File: src/rtl/risc_intc_pkg.sv
// ---------------------------------------------------------------------------
// risc_intc_pkg
// Shared types and default constants for the RISC interrupt controller.
//   state_t          : controller FSM states (IDLE, REQ, SERVICE)
//   SRC_ID_W         : width of the winning-source index
//   DEF_BASE_VEC     : default handler vector of source 0
//   DEF_VEC_STRIDE   : default spacing between handler vectors
//   DEF_ACK_TIMEOUT  : default cycles spent in REQ before giving up
// ---------------------------------------------------------------------------
package risc_intc_pkg;

  typedef enum logic [1:0] {
    IDLE    = 2'd0,
    REQ     = 2'd1,
    SERVICE = 2'd2
  } state_t;

  localparam int          SRC_ID_W        = 3;
  localparam logic [31:0] DEF_BASE_VEC    = 32'h0000_0100;
  localparam logic [31:0] DEF_VEC_STRIDE  = 32'h0000_0010;
  localparam int          DEF_ACK_TIMEOUT = 16;

endpackage

File: src/rtl/risc_prio_enc.sv
// ---------------------------------------------------------------------------
// risc_prio_enc
// Combinational fixed-priority encoder; the lowest set index wins.
// Ports:
//   req   in  N         request vector
//   valid out 1         at least one request bit is set
//   idx   out SRC_ID_W  index of the lowest set bit (0 when none set)
// ---------------------------------------------------------------------------
module risc_prio_enc
  import risc_intc_pkg::*;
#(
  parameter int N = 4
) (
  input  logic [N-1:0]          req,
  output logic                  valid,
  output logic [SRC_ID_W-1:0]   idx
);

  // Scan from the top index down so the last hit, the lowest index, sticks.
  always_comb begin
    valid = 1'b0;
    idx   = '0;
    for (int i = N - 1; i >= 0; i--) begin
      if (req[i]) begin
        valid = 1'b1;
        idx   = SRC_ID_W'(i);
      end
    end
  end

endmodule

File: src/rtl/risc_intc.sv
// ---------------------------------------------------------------------------
// risc_intc
// Prioritised interrupt controller in front of the RISC core's INT input.
// Collects NUM_SRC requests, masks them, picks the lowest eligible index and
// runs an INT / int_ack / eoi handshake with the core.
//
// Build option: define RISC_INTC_EDGE_TRIG_EN for rising-edge triggered
// sources with sticky pending bits; otherwise sources are level-sensitive.
//
// Ports:
//   clk        in  1        system clock, rising edge
//   rst        in  1        asynchronous reset, active-low
//   irq_src    in  NUM_SRC  peripheral requests
//   mask_wr    in  1        strobe to load mask_wdata into the mask
//   mask_wdata in  NUM_SRC  new mask, 1 = source enabled
//   int_ack    in  1        core accepted the interrupt
//   eoi        in  1        core finished the handler
//   int_out    out 1        INT to the core
//   vec_out    out 32       handler address of the winning source
//   src_id     out 3        winning source index
//   in_service out 1        handler executing
//   irq_count  out 8        serviced interrupts, saturating at 255
// ---------------------------------------------------------------------------
module risc_intc
  import risc_intc_pkg::*;
#(
  parameter int          NUM_SRC     = 4,
  parameter logic [31:0] BASE_VEC    = DEF_BASE_VEC,
  parameter logic [31:0] VEC_STRIDE  = DEF_VEC_STRIDE,
  parameter int          ACK_TIMEOUT = DEF_ACK_TIMEOUT
) (
  input  logic                 clk,
  input  logic                 rst,
  input  logic [NUM_SRC-1:0]   irq_src,
  input  logic                 mask_wr,
  input  logic [NUM_SRC-1:0]   mask_wdata,
  input  logic                 int_ack,
  input  logic                 eoi,
  output logic                 int_out,
  output logic [31:0]          vec_out,
  output logic [SRC_ID_W-1:0]  src_id,
  output logic                 in_service,
  output logic [7:0]           irq_count
);

  localparam int               CNT_W    = $clog2(ACK_TIMEOUT);
  localparam logic [CNT_W-1:0] CNT_LAST = CNT_W'(ACK_TIMEOUT - 1);

  state_t                state_q, state_d;
  logic [NUM_SRC-1:0]    mask_q;
  logic [NUM_SRC-1:0]    pending_q;
  logic [NUM_SRC-1:0]    eligible;
  logic                  win_valid;
  logic [SRC_ID_W-1:0]   win_idx;
  logic                  ack_take;
  logic [CNT_W-1:0]      cnt_q, cnt_d;
  logic                  int_d;
  logic [31:0]           vec_d;
  logic [SRC_ID_W-1:0]   src_d;
  logic                  insvc_d;
  logic [7:0]            count_d;

  assign eligible = pending_q & mask_q;
  assign ack_take = (state_q == REQ) && int_ack;

  risc_prio_enc #(
    .N (NUM_SRC)
  ) u_prio_enc (
    .req   (eligible),
    .valid (win_valid),
    .idx   (win_idx)
  );

  // Mask register; a write is seen by the arbiter from the following cycle.
  always_ff @(posedge clk or negedge rst) begin
    if (!rst) begin
      mask_q <= '0;
    end else if (mask_wr) begin
      mask_q <= mask_wdata;
    end
  end

`ifdef RISC_INTC_EDGE_TRIG_EN
  logic [NUM_SRC-1:0] irq_prev;
  logic [NUM_SRC-1:0] rise;
  logic [NUM_SRC-1:0] ack_clr;

  assign rise    = irq_src & ~irq_prev;
  assign ack_clr = ack_take ? (NUM_SRC'(1) << src_id) : '0;

  // Edge-triggered pending: sticky until the source is acknowledged. Masked
  // edges are retained, and a fresh edge in the ack cycle beats the clear.
  always_ff @(posedge clk or negedge rst) begin
    if (!rst) begin
      irq_prev  <= '0;
      pending_q <= '0;
    end else begin
      irq_prev  <= irq_src;
      pending_q <= (pending_q & ~ack_clr) | rise;
    end
  end
`else
  // Level-sensitive pending simply follows the request lines one cycle late.
  always_ff @(posedge clk or negedge rst) begin
    if (!rst) begin
      pending_q <= '0;
    end else begin
      pending_q <= irq_src;
    end
  end
`endif

  // Next-state and next-output logic. Everything visible to the core is
  // computed here and registered below, so all outputs come from flops.
  always_comb begin
    state_d = state_q;
    int_d   = int_out;
    vec_d   = vec_out;
    src_d   = src_id;
    insvc_d = in_service;
    cnt_d   = cnt_q;
    count_d = irq_count;
    unique case (state_q)
      IDLE: begin
        int_d = 1'b0;
        cnt_d = '0;
        if (win_valid) begin
          src_d   = win_idx;
          vec_d   = BASE_VEC + (32'(win_idx) * VEC_STRIDE);
          int_d   = 1'b1;
          state_d = REQ;
        end
      end
      REQ: begin
        // The latched request is never pre-empted; only ack or timeout exit,
        // and ack takes precedence when both happen in the same cycle.
        int_d = 1'b1;
        if (ack_take) begin
          int_d   = 1'b0;
          insvc_d = 1'b1;
          cnt_d   = '0;
          count_d = (irq_count == 8'hFF) ? irq_count : irq_count + 8'd1;
          state_d = SERVICE;
        end else if (cnt_q == CNT_LAST) begin
          int_d   = 1'b0;
          cnt_d   = '0;
          state_d = IDLE;
        end else begin
          cnt_d = cnt_q + CNT_W'(1);
        end
      end
      SERVICE: begin
        int_d = 1'b0;
        if (eoi) begin
          insvc_d = 1'b0;
          state_d = IDLE;
        end
      end
      default: begin
        int_d   = 1'b0;
        insvc_d = 1'b0;
        cnt_d   = '0;
        state_d = IDLE;
      end
    endcase
  end

  // State, timeout counter and output registers.
  always_ff @(posedge clk or negedge rst) begin
    if (!rst) begin
      state_q    <= IDLE;
      cnt_q      <= '0;
      int_out    <= 1'b0;
      vec_out    <= '0;
      src_id     <= '0;
      in_service <= 1'b0;
      irq_count  <= '0;
    end else begin
      state_q    <= state_d;
      cnt_q      <= cnt_d;
      int_out    <= int_d;
      vec_out    <= vec_d;
      src_id     <= src_d;
      in_service <= insvc_d;
      irq_count  <= count_d;
    end
  end

endmodule

File: config.mk
export PLATFORM = sky130hd
export DESIGN_NAME = risc_intc
export DESIGN_NICKNAME = d
export VERILOG_FILES = /design/src/rtl/risc_intc_pkg.sv /design/src/rtl/risc_prio_enc.sv /design/src/rtl/risc_intc.sv
export SDC_FILE = /design/constraint.sdc
export NUM_CORES = 1
export LEC_CHECK = 0
export CORE_MARGIN = 1.5
export CORE_UTILIZATION = 45
export DETAILED_ROUTE_END_ITERATION = 6
export GPL_TIMING_DRIVEN = 0
export MAX_ROUTING_LAYER = met4
export PLACE_DENSITY_LB_ADDON = 0.08
export SLEW_MARGIN = 20
export SYNTH_ARGS = -nofsm -noshare
export SYNTH_HDL_FRONTEND = slang
export SYNTH_SLANG_ARGS = --single-unit
File: constraint.sdc
create_clock -name clk -period 3.3 [get_ports clk]
set_input_delay 0.99 -clock clk [delete_from_list [all_inputs] [get_ports clk]]
set_output_delay 0.99 -clock clk [all_outputs]
set_load 0.02 [all_outputs]
==> Word level (Yosys, flattened, before mapping) <==
Cells that the tools add are included.
{ "word_totals": {"regBits": 59, "inputBits": 13, "wordCells": 52} }
{ "classes": {"n_addsub": 3, "eq_ne": 8, "mux": 23, "bitwise": 3, "n_reduce_logical": 6} }
{ "op_table": {"columns": ["op", "count"], "rows": [
  ["2-bit 2-to-1 mux", 8],
  ["9-bit by 7-bit adder with 10-bit output, first input constant", 1],
  ["1-bit 2-to-1 mux", 9],
  ["3-bit AND reduction", 3],
  ["8-bit by 1-bit adder with 8-bit output, second input constant", 1],
  ["8-bit equality test, second input constant", 1],
  ["4-bit 2-to-1 mux", 2],
  ["4-bit one-hot mux with 2 select lines", 1],
  ["2-bit one-hot mux with 3 select lines", 1],
  ["4-bit by 1-bit adder with 4-bit output, second input constant", 1],
  ["4-bit bitwise AND", 1],
  ["4-bit equality test, second input constant", 1],
  ["2-bit != test, second input constant", 2],
  ["3-bit by 2-bit != test with 1-bit output, second input constant", 1],
  ["1-bit one-hot mux with 3 select lines", 1],
  ["2-bit by 1-bit equality test with 1-bit output, second input constant", 1],
  ["2-bit equality test, second input constant", 1],
  ["2-bit zero test", 1],
  ["2-bit by 1-bit != test with 1-bit output, second input constant", 1],
  ["1-bit inverter", 2],
  ["1-bit one-hot mux with 2 select lines", 1],
  ["2-bit AND reduction", 1],
  ["1-bit logical AND", 1]
]} }

==> Longest topological paths before layout <==
Gate-level depths: netlist (run 1).
{ "depth": {"ltp_word": 7, "depth_mapped": 5} }

==> Cells and area by module <==
From an unflattened synthesis (run 1), not the netlist that was laid out.
{ "hier_totals": {"hier_cells": 136, "hier_area_um2": 1448.9} }
{ "modules_own_cells": {"columns": ["module", "instances", "cells_each", "area_each_um2"], "rows": [
  ["risc_intc", 1, 127, 1402.6],
  ["risc_prio_enc", 1, 9, 46.3]
]} }

==> Worst setup path after synthesis (run 1) <==
OpenSTA, ideal clock, no wires.
{ "synth_timing": {"path_type": "input to register", "start": "input int_ack", "end": "register irq_count[1]", "setup_ns": 0.125, "arrival_ns": 1.710, "required_time_ns": 3.175, "path_slack_ns": 1.466, "path_stages": 3, "path_cell_list": "nand3b_1 a41oi_2 mux2_2"} }
{ "synth_between": {"elab_chain_len": 2} }
{ "synth_rtl": {"columns": ["item", "line", "source"], "rows": [
  ["start: declaration", "risc_intc.sv:37", "input logic int_ack,"],
  ["1-bit logical AND", "risc_intc.sv:64", "assign ack_take = (state_q == REQ) && int_ack;"],
  ["3-bit AND reduction (no source line)", null, null],
  ["end signal: assignment", "risc_intc.sv:185", "irq_count <= count_d;"],
  ["end: declaration", "risc_intc.sv:43", "output logic [7:0] irq_count"]
]} }
No other way between the ends.
A chain may end at the register's enable or synchronous reset.

==> Final worst setup path (run 1) <==
{ "layout_timing": {"start": "register irq_count[5]", "end": "output irq_count[5]"} }
No word-level cell between the ends.

==> results.cfg, run 1 <==
[status]
outcome = finished, final reports clean

[detailed_routing]
antenna_left = 0
drc = 0
wl_mm = 2.37
routed_via_density = 4.52
first_pass_iters = 4
routedWlPerCell_um = 10.6
drtIter0Drc = 19
route.vias.total = 1009

[setup_path]
setup.worst_path.end_class = output pin
required_ns = 2.31
cp_top_family = buffers and inverters
rr_worst_depth = 4
setup.worst_path.class = reg2out
crit_chain = clkdlybuf4s50_1
rr_startpoint = irq_count[0]
cp_slowest_stage_delay_ns = 0.64
crit_slowest_cell = clkdlybuf4s50_1
start_kind = flip-flop
worstPathMaxFanout = 6
r2r_end = irq_count[1]
cp.arrival_ns = 1.44
critical_path_cell_count = 1
regToRegSetupSlack_ns = 1.60
cp_num_buf_inv = 1

[min_path]
worstHoldPathType = reg2reg
holdPathStages = 1
worstHoldStart = vec_out[8]
worst_hold_path.endpoint = vec_out[8]

[clocking]
cts_tree = built
clock_path_buffers = 2
numCtsBuffers = 3
post-cts-setup-buffers = 0
root_buffer = clkbuf_4
cts-resized-gates = 0
cts_sinks = 27
clk_pin_slew_worst_paths_ns = 0.14
holdBufCountCts = 0
cts.htree.levels = 1
worst_skew_pair.late_latency_ns = 0.31

[die]
initial_core_util_pct = 46.5
dieArea_um2 = 3450
die_width_um = 58.7
fp-row-count = 20
die-height_um = 58.7
design.core.area_um2 = 3000
ios = 58

[cells_and_area]
final_area_um2 = 1840
num_antenna_cells = 0
fill_cells = 269
seqCellArea_um2 = 676
multi_input_area_um2 = 571
final_nets = 206
synthToLayoutAreaGrowth_pct = 31.6
drive_gt1_share_pct = 24.7

[place]
placed_area_um2 = 1810
port_buffers = 27
gp_congestion = 0.746
hpwl_mm = 1.84

[sta]
clock_skew_ns = 0.00669
layout_min_cycle_time_ns = 2.43
rsz0062_at_grt = no
setup_viol = 0
worst_slew_pin_slew_ns = 0.595
post-route-period-util_pct = 73.7
hold_viol = 0
slew_viol_final = 0
clock.fmax_mhz = 411
relSlewSlack_pct = 60.3
fin_tns_setup_ns = 0
fin_hold_ws_ns = 0.487

[logic_synthesis]
synth-seq-cells = 27
ys_warn_count = 0
ys.flop_type = dfrtp_1
netlist_instances = 130
syn-cell-area_um2 = 1400
avgSynthCellArea_um2 = 10.7
ys_types = 31
synth-edff-count = 0
synth-async-reset-ratio_pct = 100
synth.yosys.seq_area_share_pct = 48.4

[power]
p_leak_nw = 0.912
max-vdd-ir-drop_v = 0.000457
powerDensity_nw_per_um2 = 631

[global_route]
grt_usage_pct = 15.7
grt_pass1_vias = 969
antenna_found_initial = 0
grt_pass1_wl_mm = 4.13
overflow = 0
grt_max_degree = 28

[run]
max_cap_viol_count = 0
[Yosys cell counts, types with 4 or more instances]
cell     number  area, µm²
buf_4        33        248
o21ai_0       5       25.0
a21oi_1       5       25.0
nand2_1      11       41.3
dfrtp_1      27        676
mux2_2        6       67.6
nor2_1        4       15.0
[kinds of logic (layout without fill, tap and decap cells)]
group / count (synthesis) / in the layout / synth area share (%)
AOI/OAI and AO/OA: 18 / 18 / 9.32
and+or+nand+nor: 34 / 34 / 12.9
buffers and inverters: 36 / 67 / 18.5
other: 1 / 30 / 0.269
muxes: 8 / 8 / 6.27
xor gates and xnor gates: 4 / 4 / 2.51
DFF: 27 / 27 / 48.4
adders and majority gates: 2 / 2 / 1.79
[how the worst max path moves through the flow]
stage	startpoint	to	slack [ns]
after floorplan	int_ack	irq_count[1]	1.47
final	irq_count[5]	irq_count[5]	0.87
after global routing	irq_count[2]	irq_count[2]	0.81
after CTS	irq_count[5]	irq_count[5]	0.87
after detailed placement	int_ack	irq_count[1]	0.75
after global placement	int_ack	irq_count[1]	0.76
[routing by layer]
metal	track usage [%]	share of wire (%)	wire length [µm]
met1	19.3	42	1000
met4	3.90	0.59	14
met5	-	0	0
met3	1.98	5.0	119
met2	27.6	52	1230
[final cells by class]
cell class / count / area share (%)
inverters: 3 / 0.613
plain buffers: 33 / 13.5
multi-input cells: 96 / 31.0
flip-flops and latches: 27 / 36.8
clock buffers: 4 / 1.43
repair buffers: 27 / 14.4
well taps: 33 / 2.25
[power by group]
group	total, mW	switching [mW]	internal (mW)
combinational	0.524	0.259	0.266
sequential	0.498	0.0850	0.413
clock	0.138	0.0906	0.0472
[registers in the layout, indices dropped and copies added, names as in the netlist]
signal and flops:
state_q 2, pending_q 4, vec_out 2, cnt_q 4, int_out 1, in_service 1
mask_q 4, irq_count 8, src_id 1
[per-stage QoR]
stage	instances	total power [mW]	util (%)	worst slack [ns]
finish	223	1.16	61.2	0.867
detailed placement	219	1.03	60.3	0.747
global placement	219	1.02	60.5	0.764
global route	223	1.24	61.2	0.810
CTS	223	1.17	61.2	0.872
floorplan	159	0.827	-	1.47
[cell usage in the layout, fill, tap and decap left out, types with 4 or more instances in the layout]
master / synthesis / final
a21oi_1: 5 / 5
clkdlybuf4s50_1: 0 / 26
dfrtp_1: 27 / 27
buf_4: 33 / 33
conb_1: 1 / 30
nand2_1: 11 / 11
o21ai_0: 5 / 5
mux2_2: 6 / 6
nor2_1: 4 / 4
Power figures use the tool's default switching activity.
==> inputs of run 2 (changes only) <==
Settings changed: CORE_UTILIZATION 45 to 42.
Clock period 3.3 ns to 2.3 ns, I/O delays scaled along.
==> run 2 against run 1 <==
  * Sequential share of layout area down 0.35 points
  * Hold slack got worse by 0.15 ns
  * Total power is 45% higher
  * First-iteration DRC count is 11% lower
  * Critical path type unchanged
==> results.cfg, run 2 (synthesis gave the netlist of run 1 again) <==
[cells_and_area]
drive_gt1_share_pct = 25.3
synthToLayoutAreaGrowth_pct = 32.9
final_area_um2 = 1860
largest_register_ffs = 8
utilization_pct = 59.8
layout_commonest_cell = buf_4
most-common-layout-cells = buf_4, conb_1, dfrtp_1
num_antenna_cells = 0
top_register = irq_count
final_nets = 206

[power]
powerDensity_nw_per_um2 = 905
swShare_pct = 38.1
switchingPower_uw = 639
p_leak_nw = 0.911
intPower_mw = 1.04
power_frac_clock_pct = 12.6
power_mw = 1.68
comb_power_share_pct = 44.9
max-vdd-ir-drop_v = 0.000695
pwr-share-seq_pct = 42.5

[die]
dieArea_um2 = 3680
fp-row-count = 20
design.core.area_um2 = 3100
ios = 58
die_width_um = 60.7
die-height_um = 60.7
initial_core_util_pct = 45.0

[setup_path]
r2r_end = irq_count[1]
worstPathMaxFanout = 6
crit_slowest_cell = clkdlybuf4s50_1
cp_num_buf_inv = 1
setup.worst_path.class = reg2out
cp_top_family = buffers and inverters
cp_slowest_stage_delay_ns = 0.65
crit_chain = clkdlybuf4s50_1
cp.arrival_ns = 1.45
regToRegSetupSlack_ns = 0.60
setup.worst_path.end_class = output pin
start_kind = flip-flop
rr_startpoint = irq_count[0]
rr_worst_depth = 4
required_ns = 1.61

[detailed_routing]
first_pass_iters = 4
drc = 0
routed_via_density = 4.30
routedWlPerCell_um = 10.4
wl_mm = 2.42
route.vias.total = 1006
drtIter0Drc = 17
antenna_left = 0

[global_route]
grt_max_degree = 28
overflow = 0
antenna_found_initial = 0
grt_pass1_wl_mm = 3.86
grt_pass1_vias = 895
grt_usage_pct = 14.5

[place]
hpwl_mm = 1.91
placed_area_um2 = 1830
port_buffers = 27
gp_congestion = 0.713

[clocking]
numCtsBuffers = 3
worst_skew_pair.late_latency_ns = 0.32
clock_path_buffers = 2
root_buffer = clkbuf_4
cts-resized-gates = 0
cts.htree.levels = 1
clk_pin_slew_worst_paths_ns = 0.15
holdBufCountCts = 0
cts_tree = built
cts_sinks = 27
post-cts-setup-buffers = 0

[status]
outcome = finished, final reports clean

[sta]
setup_viol = 0
post-route-period-util_pct = 93.1
hold_viol = 0
fin_hold_ws_ns = 0.341
relSlewSlack_pct = 60.3
worst_slew_pin_slew_ns = 0.596
rsz0062_at_grt = no
clock.fmax_mhz = 467
layout_min_cycle_time_ns = 2.14
slew_viol_final = 0
clock_skew_ns = 0.00595
fin_tns_setup_ns = 0

[min_path]
worstHoldPathType = in2async

[run]
max_cap_viol_count = 0
[run 2: power groups by stage]
stage	combinational, mW	clock [mW]	sequential [mW]
2_1_floorplan	0.387	0	0.800
5_1_grt	0.824	0.237	0.738
6_report	0.754	0.211	0.714
4_1_cts	0.762	0.219	0.716
3_5_place_dp	0.761	0	0.722
3_3_place_gp	0.747	0	0.720
[run 2: through the flow]
step | cells | setup WS, ns
after global routing | 234 | 0.0762
after global placement | 230 | 0.0561
final | 234 | 0.160
after floorplan | 159 | 0.626
after detailed placement | 230 | 0.0569
after CTS | 234 | 0.140
[run 2: per-layer routing]
layer | global-route usage [%] | vias up | routed length (µm)
met5 | - | - | 0
met4 | 4.66 | 0 | 9
met3 | 2.56 | 2 | 121
met2 | 24.0 | 29 | 1210
met1 | 18.0 | 471 | 1080
li1 | - | 504 | -
[run 2: how the worst max path moves through the flow]
stage                            start      endpoint  cells after the start
after CTS                   vec_out[5]    vec_out[5]                      2
after global placement         int_ack  irq_count[1]                      4
after global routing        vec_out[5]    vec_out[5]                      2
after floorplan           irq_count[0]  irq_count[1]                      4
after detailed placement       int_ack  irq_count[1]                      4
final                     irq_count[5]  irq_count[5]                      1
[run 2: layout make-up]
class                           instances  area, µm²
Fill cell                             293       1250
Sequential cell                        27        676
Multi-Input combinational cell         96        571
Timing Repair Buffer                   27        265
Buffer                                 33        248
Tap cell                               44       55.1
Clock buffer                            3       22.5
Inverter                                3       11.3
Clock inverter                          1       7.51
==> inputs of run 3 (changes only) <==
Settings changed: ABC_AREA from default to 1, CORE_UTILIZATION 42 to 43.
==> run 3 against run 2 <==
  * Largest cell class unchanged
  * Sequential power fell by 4.9%
  * Final cell count rose by 22%
  * Critical path depth did not move
  * Total power fell by 4.6%
  * Cell area rose by 5.8%
  * Register-to-register slack improved by 0.38 ns
  * Synthesized cell count rose by 38%
==> results.cfg, run 3 <==
[detailed_routing]
drtIter0Drc = 39
route.vias.total = 1140
routed_via_density = 3.99
drc = 0
routedWlPerCell_um = 8.38
wl_mm = 2.40
antenna_left = 0
first_pass_iters = 4

[clocking]
cts_sinks = 27
cts_tree = built
cts.htree.levels = 1
worst_skew_pair.late_latency_ns = 0.31
numCtsBuffers = 3
clk_pin_slew_worst_paths_ns = 0.13
holdBufCountCts = 0
post-cts-setup-buffers = 0
clock_path_buffers = 2
cts-resized-gates = 0
root_buffer = clkbuf_4

[logic_synthesis]
synth-edff-count = 0
yosysTopAreaCell = dfrtp_1
synth.yosys.seq_area_share_pct = 44.9
synth.top_cells.by_area = dfrtp_1, buf_4, nand2_1, inv_1, nand3_1
ys_types = 21
avgSynthCellArea_um2 = 8.36
netlist_instances = 180
syn-cell-area_um2 = 1510
ys_warn_count = 0
synth-seq-cells = 27
ys.flop_type = dfrtp_1
synth-async-reset-ratio_pct = 100
yosysTopAreaCellShare_pct = 44.9
yosys-top-cells-count = nand2_1, buf_4, dfrtp_1
yosysMostFrequentCell = nand2_1

[die]
fp-row-count = 21
dieArea_um2 = 3860
die-height_um = 62.2
design.core.area_um2 = 3340
initial_core_util_pct = 45.1
die_width_um = 62.2
ios = 58

[sta]
hold_viol = 0
worst_slew_pin_slew_ns = 0.577
rsz0062_at_grt = no
relSlewSlack_pct = 61.5
fin_hold_ws_ns = 0.355
fin_tns_setup_ns = 0
finalWorstSetupSlack_ns = 0.168
slew_viol_final = 0
layout_min_cycle_time_ns = 2.13
setup_viol = 0
clock.fmax_mhz = 469
clock_skew_ns = 0.00174
post-route-period-util_pct = 92.7

[setup_path]
cp_top_family = buffers and inverters
critical_path_cell_count = 1
start_kind = flip-flop
cp_slowest_stage_delay_ns = 0.65
crit_path_end = irq_count[2]
setup.worst_path.end_class = output pin
required_ns = 1.61
regToRegSetupSlack_ns = 0.98
cp.arrival_ns = 1.44
r2r_end = irq_count[7]
crit_slowest_cell = clkdlybuf4s50_1
rr_worst_depth = 8
crit_chain = clkdlybuf4s50_1
worstPathMaxFanout = 6
setup.worst_path.class = reg2out
rr_startpoint = irq_count[0]
worstSetupStartpoint = irq_count[2]
cp_num_buf_inv = 1

[global_route]
grt_pass1_vias = 989
grt_max_degree = 28
overflow = 0
grt_usage_pct = 13.7
antenna_found_initial = 0
grt_pass1_wl_mm = 4.21

[cells_and_area]
final_area_um2 = 1960
finalNonFillerCells = 286
layout_commonest_cell = nand2_1
most-common-layout-cells = nand2_1, buf_4, conb_1
top_register = irq_count
utilization_pct = 58.8
final_nets = 256
num_antenna_cells = 0
synthToLayoutAreaGrowth_pct = 30.4
fill_cells = 337
drive_gt1_share_pct = 20.8
largest_register_ffs = 8

[power]
powerDensity_nw_per_um2 = 816
max-vdd-ir-drop_v = 0.000607
power_mw = 1.60
p_leak_nw = 1.01

[place]
gp_congestion = 0.809
placed_area_um2 = 1940
dp_cells = 282
hpwl_mm = 1.89
pre_cts_slack_ns = 0.466
port_buffers = 27

[run]
max_cap_viol_count = 0

[status]
outcome = finished, final reports clean

[min_path]
worstHoldPathType = in2async
[run 3: changes by cell type in the layout (fill, tap and decap cells not counted), sizes merged, moves of 4 or more]
cell	previous run	this run
inv	3	17
nand3	3	11
nor2	5	16
nand2	11	56
a21oi	5	1
[run 3: worst min-delay path by stage]
stage | cells past startpoint | slack, ns | end
floorplan | 0 | 0.39 | cnt_q[0]
global placement | 2 | 0.45 | vec_out[8]
detailed placement | 2 | 0.45 | vec_out[8]
CTS | 1 | 0.37 | cnt_q[2]
global route | 1 | 0.39 | cnt_q[0]
finish | 1 | 0.35 | cnt_q[0]
[run 3: layout make-up]
cell class / count / area (µm²) / share of cell area [%]
Multi-Input combinational cell: 133 / 632 / 32.2
Sequential cell: 27 / 676 / 34.4
Tap cell: 46 / 57.6 / 2.93
Inverter: 17 / 66.3 / 3.38
Timing Repair Buffer: 27 / 265 / 13.5
Clock buffer: 4 / 26.3 / 1.34
Buffer: 32 / 240 / 12.2
[run 3: cells by family after synthesis]
| logic type | synth area share (%) |
|---|---|
| AOI/OAI and AO/OA | 2.99 |
| xor gates and xnor gates | 1.75 |
| adders and majority gates | 1.66 |
| buffers and inverters | 20.4 |
| DFF | 44.9 |
| muxes | 2.99 |
| other | 0.249 |
| and+or+nand+nor | 25.1 |
[run 3: per-layer routing]
| metal | global-route usage [%] | part of all wire, % |
|---|---|---|
| met1 | 17.1 | 47 |
| met3 | 2.36 | 5.2 |
| met2 | 22.6 | 47 |
| met4 | 5.00 | 1.1 |
| met5 | - | 0 |
[run 3: where the power goes]
part           switching [mW]  internal (mW)
Clock                   0.128         0.0677
Sequential              0.100          0.579
Combinational           0.404          0.324
Total                   0.633          0.970
